==> src/rtl/seq_det_scheduler_pkg.sv <==
// Shared constants and types for the time-multiplexed 4-channel sequence detector.
// Holds channel count, context width, default pattern and round-robin pointer type.
package seq_det_scheduler_pkg;
    localparam int         NUM_CH      = 4;
    localparam int         CTX_W       = 2;
    localparam logic [3:0] DEF_PATTERN = 4'b1011;

    typedef logic [1:0]       rr_ptr_t;
    typedef logic [CTX_W-1:0] ctx_t;
endpackage

==> src/rtl/seq_det_next_len.sv <==
// Next match-length and match flag for one accepted bit against a 4-bit pattern.
// Purely combinational, no latency and no backpressure.
module seq_det_next_len
    import seq_det_scheduler_pkg::*;
#(
    parameter logic [3:0] PATTERN = DEF_PATTERN,
    parameter bit         OVERLAP = 1'b0
) (
    input  logic [CTX_W-1:0] len_i,
    input  logic             bit_i,
    output logic [CTX_W-1:0] next_len_o,
    output logic             match_o
);

    logic [4:0] hist;
    logic [4:0] mask;
    logic [2:0] best;
    ctx_t       border;

    // The matched prefix is PATTERN's top len bits, so history is rebuilt from it.
    always_comb begin
        hist = 5'(PATTERN >> (4 - int'(len_i)));
        hist = {hist[3:0], bit_i};
        mask = '0;
        best = '0;
        for (int k = 1; k <= 4; k++) begin
            if (k <= int'(len_i) + 1) begin
                mask = 5'((1 << k) - 1);
                if ((hist & mask) == 5'(PATTERN >> (4 - k))) begin
                    best = 3'(k);
                end
            end
        end
    end

    // Longest proper border of PATTERN, the restart point for overlapping mode.
    always_comb begin
        border = '0;
        for (int k = 1; k <= 3; k++) begin
            if ((PATTERN & 4'((1 << k) - 1)) == (PATTERN >> (4 - k))) begin
                border = ctx_t'(k);
            end
        end
    end

    always_comb begin
        match_o    = (best == 3'd4);
        next_len_o = best[1:0];
        if (match_o) begin
            next_len_o = OVERLAP ? border : '0;
        end
    end

endmodule

==> src/rtl/seq_det_scheduler.sv <==
// Round-robin scheduler sharing one sequence detector across 4 serial channels.
// det_valid 1 cycle after the accepting edge; one grant per cycle, others hold their bit.
module seq_det_scheduler
    import seq_det_scheduler_pkg::*;
#(
    parameter logic [3:0] PATTERN = DEF_PATTERN,
    parameter bit         OVERLAP = 1'b0,
    parameter int         CNT_W   = 8
) (
    input  logic              clk,
    input  logic              reset_n,
    input  logic              enable,
    input  logic              clear,
    input  logic [3:0]        ch_valid,
    input  logic [3:0]        ch_bit,
    output logic [3:0]        ch_ready,
    output logic              det_valid,
    output logic [1:0]        det_ch,
    input  logic [1:0]        rd_sel,
    output logic [CNT_W-1:0]  rd_cnt
);

    ctx_t             ctx_q [NUM_CH];
    ctx_t             ctx_d [NUM_CH];
    logic [CNT_W-1:0] cnt_q [NUM_CH];
    logic [CNT_W-1:0] cnt_d [NUM_CH];
    rr_ptr_t          ptr_q, ptr_d;
    logic             det_valid_q, det_valid_d;
    logic [1:0]       det_ch_q, det_ch_d;

    rr_ptr_t          cand;
    rr_ptr_t          grant_idx;
    logic             grant_vld;
    logic             xfer;
    ctx_t             nl_len;
    logic             nl_match;

    always_comb begin
        cand      = '0;
        grant_vld = 1'b0;
        grant_idx = ptr_q;
        for (int i = 0; i < NUM_CH; i++) begin
            cand = ptr_q + rr_ptr_t'(i);
            if (!grant_vld && ch_valid[cand]) begin
                grant_vld = 1'b1;
                grant_idx = cand;
            end
        end
    end

    assign xfer     = enable & ~clear & grant_vld;
    assign ch_ready = xfer ? (4'b0001 << grant_idx) : 4'b0000;

    seq_det_next_len #(
        .PATTERN (PATTERN),
        .OVERLAP (OVERLAP)
    ) u_next_len (
        .len_i      (ctx_q[grant_idx]),
        .bit_i      (ch_bit[grant_idx]),
        .next_len_o (nl_len),
        .match_o    (nl_match)
    );

    always_comb begin
        ctx_d       = ctx_q;
        cnt_d       = cnt_q;
        ptr_d       = ptr_q;
        det_valid_d = 1'b0;
        det_ch_d    = det_ch_q;
        if (clear) begin
            for (int i = 0; i < NUM_CH; i++) begin
                ctx_d[i] = '0;
                cnt_d[i] = '0;
            end
            ptr_d    = '0;
            det_ch_d = '0;
        end else if (xfer) begin
            ctx_d[grant_idx] = nl_len;
            ptr_d            = grant_idx + 2'd1;
            if (nl_match) begin
                det_valid_d = 1'b1;
                det_ch_d    = grant_idx;
                if (cnt_q[grant_idx] != {CNT_W{1'b1}}) begin
                    cnt_d[grant_idx] = cnt_q[grant_idx] + CNT_W'(1);
                end
            end
        end
    end

    always_ff @(posedge clk or negedge reset_n) begin
        if (!reset_n) begin
            for (int i = 0; i < NUM_CH; i++) begin
                ctx_q[i] <= '0;
                cnt_q[i] <= '0;
            end
            ptr_q       <= '0;
            det_valid_q <= 1'b0;
            det_ch_q    <= '0;
        end else begin
            ctx_q       <= ctx_d;
            cnt_q       <= cnt_d;
            ptr_q       <= ptr_d;
            det_valid_q <= det_valid_d;
            det_ch_q    <= det_ch_d;
        end
    end

    assign det_valid = det_valid_q;
    assign det_ch    = det_ch_q;
    assign rd_cnt    = cnt_q[rd_sel];

endmodule
==> config.mk <==
export PLATFORM = sky130hd
export DESIGN_NAME = seq_det_scheduler
export DESIGN_NICKNAME = d
export VERILOG_FILES = /design/src/rtl/seq_det_scheduler_pkg.sv /design/src/rtl/seq_det_next_len.sv /design/src/rtl/seq_det_scheduler.sv
export SDC_FILE = /design/constraint.sdc
export NUM_CORES = 1
export LEC_CHECK = 0
export ABC_CLOCK_PERIOD_IN_PS = 6300
export BUFFER_PORTS_ARGS = -buffer_cell sky130_fd_sc_hd__buf_2
export CAP_MARGIN = 30
export CELL_PAD_IN_SITES_DETAIL_PLACEMENT = 1
export CELL_PAD_IN_SITES_GLOBAL_PLACEMENT = 1
export CORE_AREA = 2 2 76 85
export CTS_BUF_LIST = sky130_fd_sc_hd__clkbuf_4 sky130_fd_sc_hd__clkbuf_8
export DETAILED_ROUTE_END_ITERATION = 7
export DIE_AREA = 0 0 78 87
export PLACE_DENSITY = 0.92
export SLEW_MARGIN = 30
export SYNTH_ARGS = -nofsm -noshare
export SYNTH_HDL_FRONTEND = slang
export SYNTH_HIERARCHICAL = 1
export SYNTH_SLANG_ARGS = --single-unit
==> constraint.sdc <==
create_clock -name clk -period 6.3 [get_ports clk]
set_input_delay 1.26 -clock clk [delete_from_list [all_inputs] [get_ports clk]]
set_output_delay 1.26 -clock clk [all_outputs]
set_load 0.005 [all_outputs]
# After elaboration in Yosys (flattened, before gate mapping)
# Cells that the tools add are included.
op_classes:
  n_shift: 2
  reduce_logical: 12
  magnitude_cmp: 12
  n_eq_ne: 5
  mux: 56
  bitwise_logic: 5
  n_addsub: 7
op_table:
  columns: ["cell", "n"]
  rows:
  - ["$mux W32", 4]
  - ["$le A3 B32 Y1 const A", 2]
  - ["$mux W8", 7]
  - ["$bmux W8 S2", 2]
  - ["$bwmux W32", 1]
  - ["$le A2 B32 Y1 const A", 1]
  - ["$le A4 B32 Y1 const A", 1]
  - ["$shr A4 B32 Y3 const A", 1]
  - ["$mux W2", 12]
  - ["$mux W3", 6]
  - ["$demux W8 S2", 1]
  - ["$lt A2 B3 Y1 const B", 5]
  - ["$mux W1", 14]
  - ["$bmux W1 S2", 5]
  - ["$add A8 B1 Y8 const B", 1]
  - ["$bwmux W8", 1]
  - ["$ne A8 B8 Y1 const B", 1]
  - ["$eq A3 B3 Y1 const B", 2]
  - ["$ge A3 B3 Y1 const B", 2]
  - ["$not A2 Y3", 2]
  - ["$reduce_bool A2 Y1", 3]
  - ["$add A2 B1 Y2 const B", 2]
  - ["$add A2 B2 Y2 const B", 2]
  - ["$bmux W2 S2", 1]
  - ["14 further kinds", 20]
word_totals:
  output_inout_bits: 15
  register_bits: 45
  input_bits: 14

# Depth between registers and ports, before layout
# Gate-level depths: netlist (run 1).
depth:
  word_depth: 30
  ltp_mapped: 17
  mapped_depth_nobuf: 14

# Hierarchy
# The synthesis (run 1) kept the hierarchy.
modules_own_cells:
  columns: ["module", "n_inst", "area_each_um2", "cells_per_inst"]
  rows:
  - ["seq_det_scheduler", 1, 2786.4, 283]
  - ["seq_det_next_len", 1, 32.5, 4]

# Worst setup path after synthesis (run 1)
# OpenSTA, ideal clock, no wires.
synth_path:
  kind: "input to output"
  from: "in ch_valid[0]"
  to: "out ch_ready[2]"
  path_stages: 7
  setup_slack_ps: 2415
  t_required_ps: 5040
  t_arrival_ps: 2625
  path_buffers: 2
  cell_sequence: "nor2b_1 -> o41a_1 -> buf_6 -> buf_6 -> inv_1 -> ha_1 -> and2_1"
synth_via:
  elab_chain_len: 14
  word_cells_on_any_way: 24
  cone_classes: "1 x shift; 16 x mux; 1 x bitwise; 6 x reduce/logical"
synth_lines:
  columns: ["item", "line", "rtl"]
  rows:
  - ["start: declaration", "seq_det_scheduler.sv:14", "input logic [3:0] ch_valid,"]
  - ["$bmux W1 S2", "seq_det_scheduler.sv:44", "if (!grant_vld && ch_valid[cand]) begin"]
  - ["$mux W1 (implied by the code)", "seq_det_scheduler.sv:44", null]
  - ["$mux W1", "seq_det_scheduler.sv:44", null]
  - ["$logic_not A1 Y1", "seq_det_scheduler.sv:44", null]
  - ["$logic_and A1 B1 Y1", "seq_det_scheduler.sv:44", null]
  - ["$mux W1", "seq_det_scheduler.sv:44", null]
  - ["$logic_not A1 Y1", "seq_det_scheduler.sv:44", null]
  - ["$logic_and A1 B1 Y1", "seq_det_scheduler.sv:44", null]
  - ["$mux W1", "seq_det_scheduler.sv:44", null]
  - ["$logic_not A1 Y1", "seq_det_scheduler.sv:44", null]
  - ["$logic_and A1 B1 Y1", "seq_det_scheduler.sv:44", null]
  - ["$mux W2 / $mux W1 (equally long branches)", "seq_det_scheduler.sv:44", null]
  - ["$shl A1 B2 Y4 / $and A1 B1 Y1 (equally long branches)", "seq_det_scheduler.sv:52, seq_det_scheduler.sv:51", null]
  - ["$mux W4 *", "seq_det_scheduler.sv:52", "assign ch_ready = xfer ? (4'b0001 << grant_idx) : 4'b0000;"]
  - ["end: declaration", "seq_det_scheduler.sv:16", "output logic [3:0] ch_ready,"]
# Mark *: on every way between the ends. The rest lies on a longest branch, timed or not. The select of a mux whose other input is x is not followed.

# Worst setup path in the final report (run 1)
# Same ends and word-level chain as after synthesis.

==> summary by stage, run 1 <==
Run status
The run finished with clean final reports.

Clocking
The setup fix buffers added after clock tree synthesis is 0. The clock-pin slew on the worst setup and hold paths is 80 ps. The H-tree generated during clock tree synthesis spans 2 levels.

Clock tree synthesis inserted a total of 5 buffers. The count of cells resized by post-cts repair is 0. The master cell of the clock root buffer is clkbuf_8.

The clock reaches the later pin of the worst-skew pair after 310 ps. Hold repair after CTS inserted 0 buffers. The maximum root-to-sink buffer count is 2. Clock tree synthesis found a total of 45 sinks.

The TritonCTS clock tree is done.

Layout
At the end of the flow the core is filled with cells to 49.6%. The most frequent standard cell in the layout excluding fill and tap cells is nand2_1. The antenna diode count is 0. After filler insertion, the fill cell instance count of the layout stands at 693.

The ratio of cells with drive above 1 in the final layout is 20.1%. The net count of the finished layout is 322. The layout overhead on the synthesized area is 5.68%. In the layout the commonest cells are nand2_1, dfrtp_1, buf_2, nor2_1, a211oi_1.

The number of standard cells in the final layout excluding fillers is 384.

Global route
The fraction of met1 tracks used by global routing is 28.8%. The number of global-route vias before repair is 2551. The total overflow left after global routing is 0.

For this run, global-route usage on met3 was measured as 3.63%. The number of antenna violations at the first check in global routing is 0. The global-route wire length before repair is 12600 µm. The most utilized layer in the global route result is met2. In the global route stage, met2 resource usage came out at 42.5%. The overall global routing resource usage is 23.9%.

Entering global routing, the biggest net connects 46 pins.

Logic synthesis
The number of instances in the synthesized netlist is 287. The netlist area before placement is 2820 µm². The number of nets handed over by synthesis was 306. The mean post-synth cell area is 9.82 µm².

Yosys mapped the design onto 44 distinct sky130hd cell types. The dominant combinational cell family by area after synthesis is simple AND/OR/NAND/NOR gates. The count of synthesis-stage warnings from yosys is 6.

Of the total synthesized cell area, the portion taken by XOR and XNOR cells is 1.86%. The async set or reset register ratio after synthesis is 100%. In the synthesized netlist, mux cells make up 8.52% of the area. Sequential cells were found to cover 39.9% of the synthesized design area. In this run, synthesis produced a sequential element count of 45.

The count of flip-flops with a built-in enable after synthesis is 0. Summing the areas of all and, or, nand and nor instances in the mapped netlist gives 20.5% of the synthesized area. The arithmetic-cell share of the synthesized area counting full adders, half adders and majority gates is 2.22%.

Summing the areas of all compound-gate instances in the mapped netlist gives 19.6% of the synthesized area. The most instantiated flip-flop cell in the synthesis netlist is dfrtp_1.

Power
The cell area power density is 216 nW/µm². In this run the static leakage power is 1.27 nW. The peak supply drop is 0.0000989 V.

Setup path
The cell repeated most along the worst path is buf_2. The launch point of the critical path is ch_valid[0]. In this run the critical register-to-register path is launched from ptr_q[0]. The number of buffers and inverters on the critical path is 3. The critical-path cell with the highest stage delay is o41a_2.

On the worst path, the slowest cell contributes a delay of 720 ps. In this run the worst path has a maximum fanout of 23. Walking the worst path, the cells encountered are buf_2 > nor2b_1 > o41a_2 > inv_1 > ha_1 > and2_1 > buf_2.

The start-to-end type of the worst setup path is in2out. Broken down by cell family, the worst path's largest delay share belongs to compound AO/OA/AOI/OAI gates. The data required time at the worst endpoint is 5040 ps. The worst setup path is captured at an output pin. The element type at the critical path start is an input port. The critical path arrival is 3130 ps.

Die
The die span in x is 78 µm. The floorplan row count is 30. The vertical die dimension is 87 µm. The number of top-level pins is 29. The initial standard-cell utilization of the core is 46.9%. The floorplan step defined a core boundary enclosing 6010 µm². The die covers 6790 µm².

Timing
Setup violations remaining at the end of the flow were counted as 0. The count of endpoints failing hold in the final timing report came to 0. Setup slack on the critical path of the routed design comes to 1910 ps. The minimum period implied by the final worst setup slack is 4390 ps. The slew of the pin with the lowest slew margin is 861 ps. For the final database, setup skew stands at 6.57 ps. The portion of the clock cycle consumed by the worst path in the final layout is 69.8%.

The peak clock frequency supported by timing is 228 MHz. Setup repair after global routing left no endpoint under its margin. The total negative slack is 0 ps. Headroom to the max-slew limit came out at 42.6%. The number of max-slew violations in the final report is 0.

Run
The max-capacitance violation count is 0.

Detailed routing
The total wire length is 7340 µm. After detailed routing, the average wire length per cell comes to 19.1 µm. Before antenna repair, the detailed router went through 4 iterations. The overall via count from detail_route is 2306.

The number of design rule violations left after detail routing is 0. The detailed router finished its first iteration with 95 violations. Using the TritonRoute via totals, the vias-per-cell ratio works out to 6.01. The count of nets left with antenna violations once routing finished came out at 0.

Place
The post-placement cell count is 376. The count of port buffers added during placement is 28. The half-perimeter wire length after placement is 5000 µm.

Routability-driven placement finished with a final weighted congestion of 0.806. OpenSTA, run right after detailed placement, puts the worst setup slack at 1340 ps.

Hold path
The worst hold path belongs to the class reg2reg. The worst hold path begins at ctx_q[5].
cell usage after synthesis, types with 3 or more instances:
| cell type | n | area (µm²) |
|---|---|---|
| a211oi_1 | 17 | 128 |
| a21o_1 | 8 | 60.1 |
| a21oi_1 | 16 | 80.1 |
| a21oi_2 | 4 | 35.0 |
| a31oi_1 | 3 | 18.8 |
| a32oi_1 | 4 | 35.0 |
| a32oi_2 | 3 | 48.8 |
| and2_1 | 4 | 25.0 |
| and3_1 | 4 | 25.0 |
| buf_6 | 6 | 67.6 |
| clkbuf_1 | 8 | 30.0 |
| dfrtp_1 | 45 | 1130 |
| ha_1 | 5 | 62.6 |
| inv_1 | 7 | 26.3 |
| mux2i_1 | 6 | 60.1 |
| mux4_2 | 8 | 180 |
| nand2_1 | 53 | 199 |
| nand3_1 | 11 | 55.1 |
| nor2_1 | 26 | 97.6 |
| nor2b_1 | 4 | 25.0 |
| nor3b_1 | 8 | 60.1 |
| o21ai_0 | 3 | 15.0 |
| o32ai_1 | 4 | 35.0 |
| xnor2_1 | 4 | 35.0 |
flip-flops by register name (all words and copies together), names as in the netlist:
register   count
cnt_q         32
ctx_q          8
det_ch         2
ptr_q          2
det_valid      1
final timing paths:
check	to	cells after the start	slack [ps]
setup reg to reg	cnt_q[31]	14	2650
hold reg to reg	ctx_q[5]	2	530
min in group asynchronous	cnt_q[27]	1	940
max in group asynchronous	cnt_q[12]	1	4960
hold / removal	ctx_q[5]	2	530
setup / recovery	ch_ready[2]	7	1910
worst register-to-register path, delay by kind of cell (launching register included):
kind                   cells  cell delay, ps
AO/OA/AOI/OAI              4            1450
buffers and inverters      2             490
flip-flops                 1             420
AND/OR/NAND/NOR            8            1180
metal layers:
| metal | wire, µm | part of all wire [%] |
|---|---|---|
| met5 | 0 | 0 |
| met4 | 150 | 2.0 |
| met3 | 258 | 3.5 |
| met2 | 3900 | 53 |
| met1 | 3030 | 41 |
layout make-up:
class / count / area [µm²] / share of cell area (%)
clock buffers: 8 / 91.3 / 3.07
inverters: 8 / 32.5 / 1.09
multi-input cells: 215 / 1490 / 49.9
flip-flops and latches: 45 / 1130 / 37.8
well taps: 80 / 100 / 3.36
repair buffers: 28 / 143 / 4.79
cell families (layout without fill, tap and decap cells):
family                     Yosys count  in the layout
AOI/OAI and AO/OA                   69             69
xor gates and xnor gates             6              6
adders and majority gates            5              5
buffers and inverters               27             44
DFF                                 45             45
muxes                               14             14
and+or+nand+nor                    121            121
report_power, final:
group / switching [mW] / total, mW / internal (mW)
registers: 0.00448 / 0.299 / 0.294
clock network: 0.0995 / 0.191 / 0.0919
logic: 0.107 / 0.155 / 0.0475
total: 0.211 / 0.645 / 0.434
stage by stage:
step	area [µm²]	total power [mW]	hold WS, ps
after floorplan	2820	0.430	501
after global placement	2880	0.453	514
after detailed placement	2890	0.460	514
after CTS	2980	0.650	531
after global routing	2980	0.675	558
final	2980	0.645	526
No activity file was read; power rests on OpenSTA's default activity.
==> run 2: changes to the inputs <==
--- a/config.mk
+++ b/config.mk
@@ -5,16 +5,16 @@
 export SDC_FILE = /design/constraint.sdc
 export NUM_CORES = 1
 export LEC_CHECK = 0
-export ABC_CLOCK_PERIOD_IN_PS = 6300
+export ABC_CLOCK_PERIOD_IN_PS = 3800
 export BUFFER_PORTS_ARGS = -buffer_cell sky130_fd_sc_hd__buf_2
 export CAP_MARGIN = 30
 export CELL_PAD_IN_SITES_DETAIL_PLACEMENT = 1
 export CELL_PAD_IN_SITES_GLOBAL_PLACEMENT = 1
-export CORE_AREA = 2 2 76 85
+export CORE_AREA = 2 2 81 90
 export CTS_BUF_LIST = sky130_fd_sc_hd__clkbuf_4 sky130_fd_sc_hd__clkbuf_8
 export DETAILED_ROUTE_END_ITERATION = 7
-export DIE_AREA = 0 0 78 87
-export PLACE_DENSITY = 0.92
+export DIE_AREA = 0 0 83 92
+export PLACE_DENSITY = 0.87
 export SLEW_MARGIN = 30
 export SYNTH_ARGS = -nofsm -noshare
 export SYNTH_HDL_FRONTEND = slang
==> constraint.sdc (replaced) <==
create_clock -name clk -period 3.8 [get_ports clk]
set_input_delay 0.76 -clock clk [delete_from_list [all_inputs] [get_ports clk]]
set_output_delay 0.76 -clock clk [all_outputs]
set_load 0.005 [all_outputs]
==> summary by stage, run 2 (synthesized netlist as in run 1, its figures left out) <==
Die
The floorplan row count is 32 (was 30). The initial standard-cell utilization of the core is 41.2% (was 46.9%). The vertical die dimension was 92 µm (was 87 µm). The number of top-level pins came to 29 (unchanged). The die span in x was 83 µm (was 78 µm). The core footprint was 6850 µm² (was 6010 µm²). The die outline area came to 7640 µm² (was 6790 µm²).

Place
The count of port buffers added during placement is 28 (unchanged). The half-perimeter wire length after placement was 5370 µm (was 5000 µm). The post-placement cell count was 395 (was 376).

The last weighted congestion value of the routability-driven placer is 0.834 (was 0.806). The post-placement worst setup slack is 148 ps (was 1340 ps).

Detailed routing
The highest metal layer with signal wires is met4 (unchanged). The total wire length came to 7530 µm (was 7340 µm). The met3 wirelength from detailed routing came to 200 µm (was 258 µm).

The post-route antenna net violation count came to 0 (unchanged). The initial detailed-routing violation count came to 138 (was 95). The detailed-routing iteration count for the pre-antenna-repair pass was 4 (unchanged). The wire length on met2 came to 3780 µm (was 3900 µm). The post-detailed-route via-to-cell ratio came to 5.73 (was 6.01). The wire length on met1 came to 3340 µm (was 3030 µm). The average detailed-routed wire length per instance is 18.7 µm (was 19.1 µm). The number of design rule violations left after detail routing is 0 (unchanged). The overall via count from detail_route is 2309 (was 2306).

Layout
Registers with the most flip-flops: cnt_q (32), ctx_q (8) (unchanged). The final layout net count came to 336 (was 322). The number of standard cells in the final layout excluding fillers is 403 (was 384).

The antenna diode count is 0 (unchanged). The core occupancy in the finished layout is 45.5% (was 49.6%). The most frequent standard cell in the layout excluding fill and tap cells is nand2_1 (unchanged). The number of flip-flops under the largest register name was 32 (unchanged). The layout overhead on the synthesized area is 10.6% (was 5.68%).

Commonest cells after routing, fill and taps aside: nand2_1, dfrtp_1, buf_2, nor2_1, a211oi_1 (unchanged). The largest register by flop count is cnt_q (unchanged). The ratio of cells with drive above 1 in the final layout is 23.3% (was 20.1%).

Clocking
The TritonCTS clock tree is done (unchanged). The clock latency at the later pin of the worst-skew pair was 300 ps (was 310 ps). The setup fix buffers added after clock tree synthesis is 0 (unchanged).

The maximum level of the CTS H-tree came to 2 (unchanged). The maximum root-to-sink buffer count is 2 (unchanged). The count of cells resized by post-cts repair was 0 (unchanged). The total CTS buffers is 5 (unchanged).

The quantity of hold-fixing buffers added after cts is 0 (unchanged). The clock-pin slew on the worst setup and hold paths is 90 ps (was 80 ps). The clock sink count is 45 (unchanged). The master cell of the clock root buffer is clkbuf_8 (unchanged).

Power
The peak supply drop is 0.000230 V (was 0.0000989 V). The cell leakage power was 1.36 nW (was 1.27 nW). The power share of the combinational group is 23.6% (was 24.0%).

The proportion of power drawn by flip-flops and latches is 42.8% (was 46.3%). The clock share of power came to 33.7% (was 29.7%). The internal power is 803 µW (was 434 µW).

The net switching power is 358 µW (was 211 µW). The cell area power density is 372 nW/µm² (was 216 nW/µm²). The switching share of total power was 30.8% (was 32.7%).

Setup path
The data required time at the worst endpoint came to 3970 ps (was 5040 ps). The launch point of the critical path was ch_valid[2] (was ch_valid[0]). Cells along the critical path: buf_2 > nor2b_1 > nor3b_2 > o21a_4 > inv_4 > nand2_1 > and3_1 > a31oi_1 > and3_2 > nand2_1 > inv_1 > nand2_1 > a21oi_2 > mux2i_1 > nor2_1 (was buf_2 > nor2b_1 > o41a_2 > inv_1 > ha_1 > and2_1 > buf_2).

The launch point of the worst reg-to-reg path is ptr_q[0] (unchanged). The critical path arrival is 3510 ps (was 3130 ps). The start-to-end type of the worst setup path is in2reg (was in2out). The largest fanout on the critical path was 25 (was 23). The flop-to-flop setup slack is 640 ps (was 2650 ps). The reg-to-reg endpoint is cnt_q[25] (was cnt_q[31]). The element type at the critical path start is an input port (unchanged). The number of cell instances on the worst register-to-register path was 14 (unchanged). The capturing element of the worst setup path is cnt_q[25] (was ch_ready[2]). The delay of the slowest cell on the worst path is 430 ps (was 720 ps). The critical-path cell with the highest stage delay is a21oi_2 (was o41a_2). The endpoint type of the worst setup path is a register (was output pin). The cell repeated most along the worst path is nand2_1 (was buf_2).

Timing
The worst setup margin is 462 ps (was 1910 ps). Timing would allow up to 300 MHz. The setup skew after layout is 10.3 ps (was 6.57 ps).

The number of max-slew violations in the final report is 0 (unchanged). The count of endpoints failing hold in the final timing report was 0 (unchanged). Of the available clock period, the critical path in the final layout requires 87.8%.

The slew of the pin with the lowest slew margin came to 662 ps (was 861 ps). The final hold slack came to 461 ps (was 526 ps). The total negative slack is 0 ps (unchanged).

RSZ-0062 raised after global routing: false (unchanged). The worst-case headroom to the max-slew limit was 55.8% (was 42.6%). The minimum period implied by the final worst setup slack is 3340 ps. The number of setup violations in the final report is 0 (unchanged).

Global route
The leftover overflow at the end of global routing is 0 (unchanged). The largest net degree at the start of global routing came to 46 (unchanged). The number of global-route vias before repair was 2519 (was 2551). The number of antenna violations at the first check in global routing is 0 (unchanged). The global-route wire length before repair was 12700 µm (was 12600 µm).

The overall global routing resource usage is 20.8% (was 23.9%).

Hold path
The worst min-delay path category is in2async (was reg2reg).

Run
The max-capacitance violation count came to 0 (unchanged).

Run status
Result of the run: complete, no violations (unchanged).
## run 2: final cells by class
type / count / area, µm²
fillers: 779 / 3730
multi-input cells: 215 / 1490
flip-flops and latches: 45 / 1130
repair buffers: 42 / 248
well taps: 85 / 106
clock buffers: 7 / 90.1
inverters: 8 / 32.5
clock inverters: 1 / 30.0
## run 2: worst min-delay path by stage
stage	start	endpoint	slack, ps	cells after the start
detailed placement	ctx_q[0]	ctx_q[0]	520	2
floorplan	reset_n	cnt_q[0]	460	0
global placement	det_ch[1]	det_ch[1]	500	2
global route	reset_n	cnt_q[16]	510	1
finish	reset_n	cnt_q[26]	460	1
CTS	reset_n	cnt_q[26]	480	1
## run 2: worst max-delay path: cells and delay by family
family	cells	cell delay (ps)
simple gates	8	1010
mux	1	260
compound gates	3	980
buf+inv	3	510
## run 2: power by group through the flow
stage	combinational [mW]	sequential, mW	clock [mW]
after floorplan	0.210	0.503	0
after global placement	0.260	0.505	0
after detailed placement	0.272	0.506	0
after CTS	0.275	0.496	0.397
after global routing	0.300	0.498	0.411
final	0.274	0.497	0.391
## run 2: stage by stage
step | total power [mW] | instance area, µm²
2_1_floorplan | 0.713 | 2820
3_3_place_gp | 0.765 | 3000
3_5_place_dp | 0.778 | 3000
4_1_cts | 1.17 | 3120
5_1_grt | 1.21 | 3120
6_report | 1.16 | 3120
## run 2: per-layer routing
layer,GRT usage (%),vias up
li1,-,1090
met1,26.8,1164
met2,35.2,38
met3,2.97,17
met4,8.20,0
met5,0,-
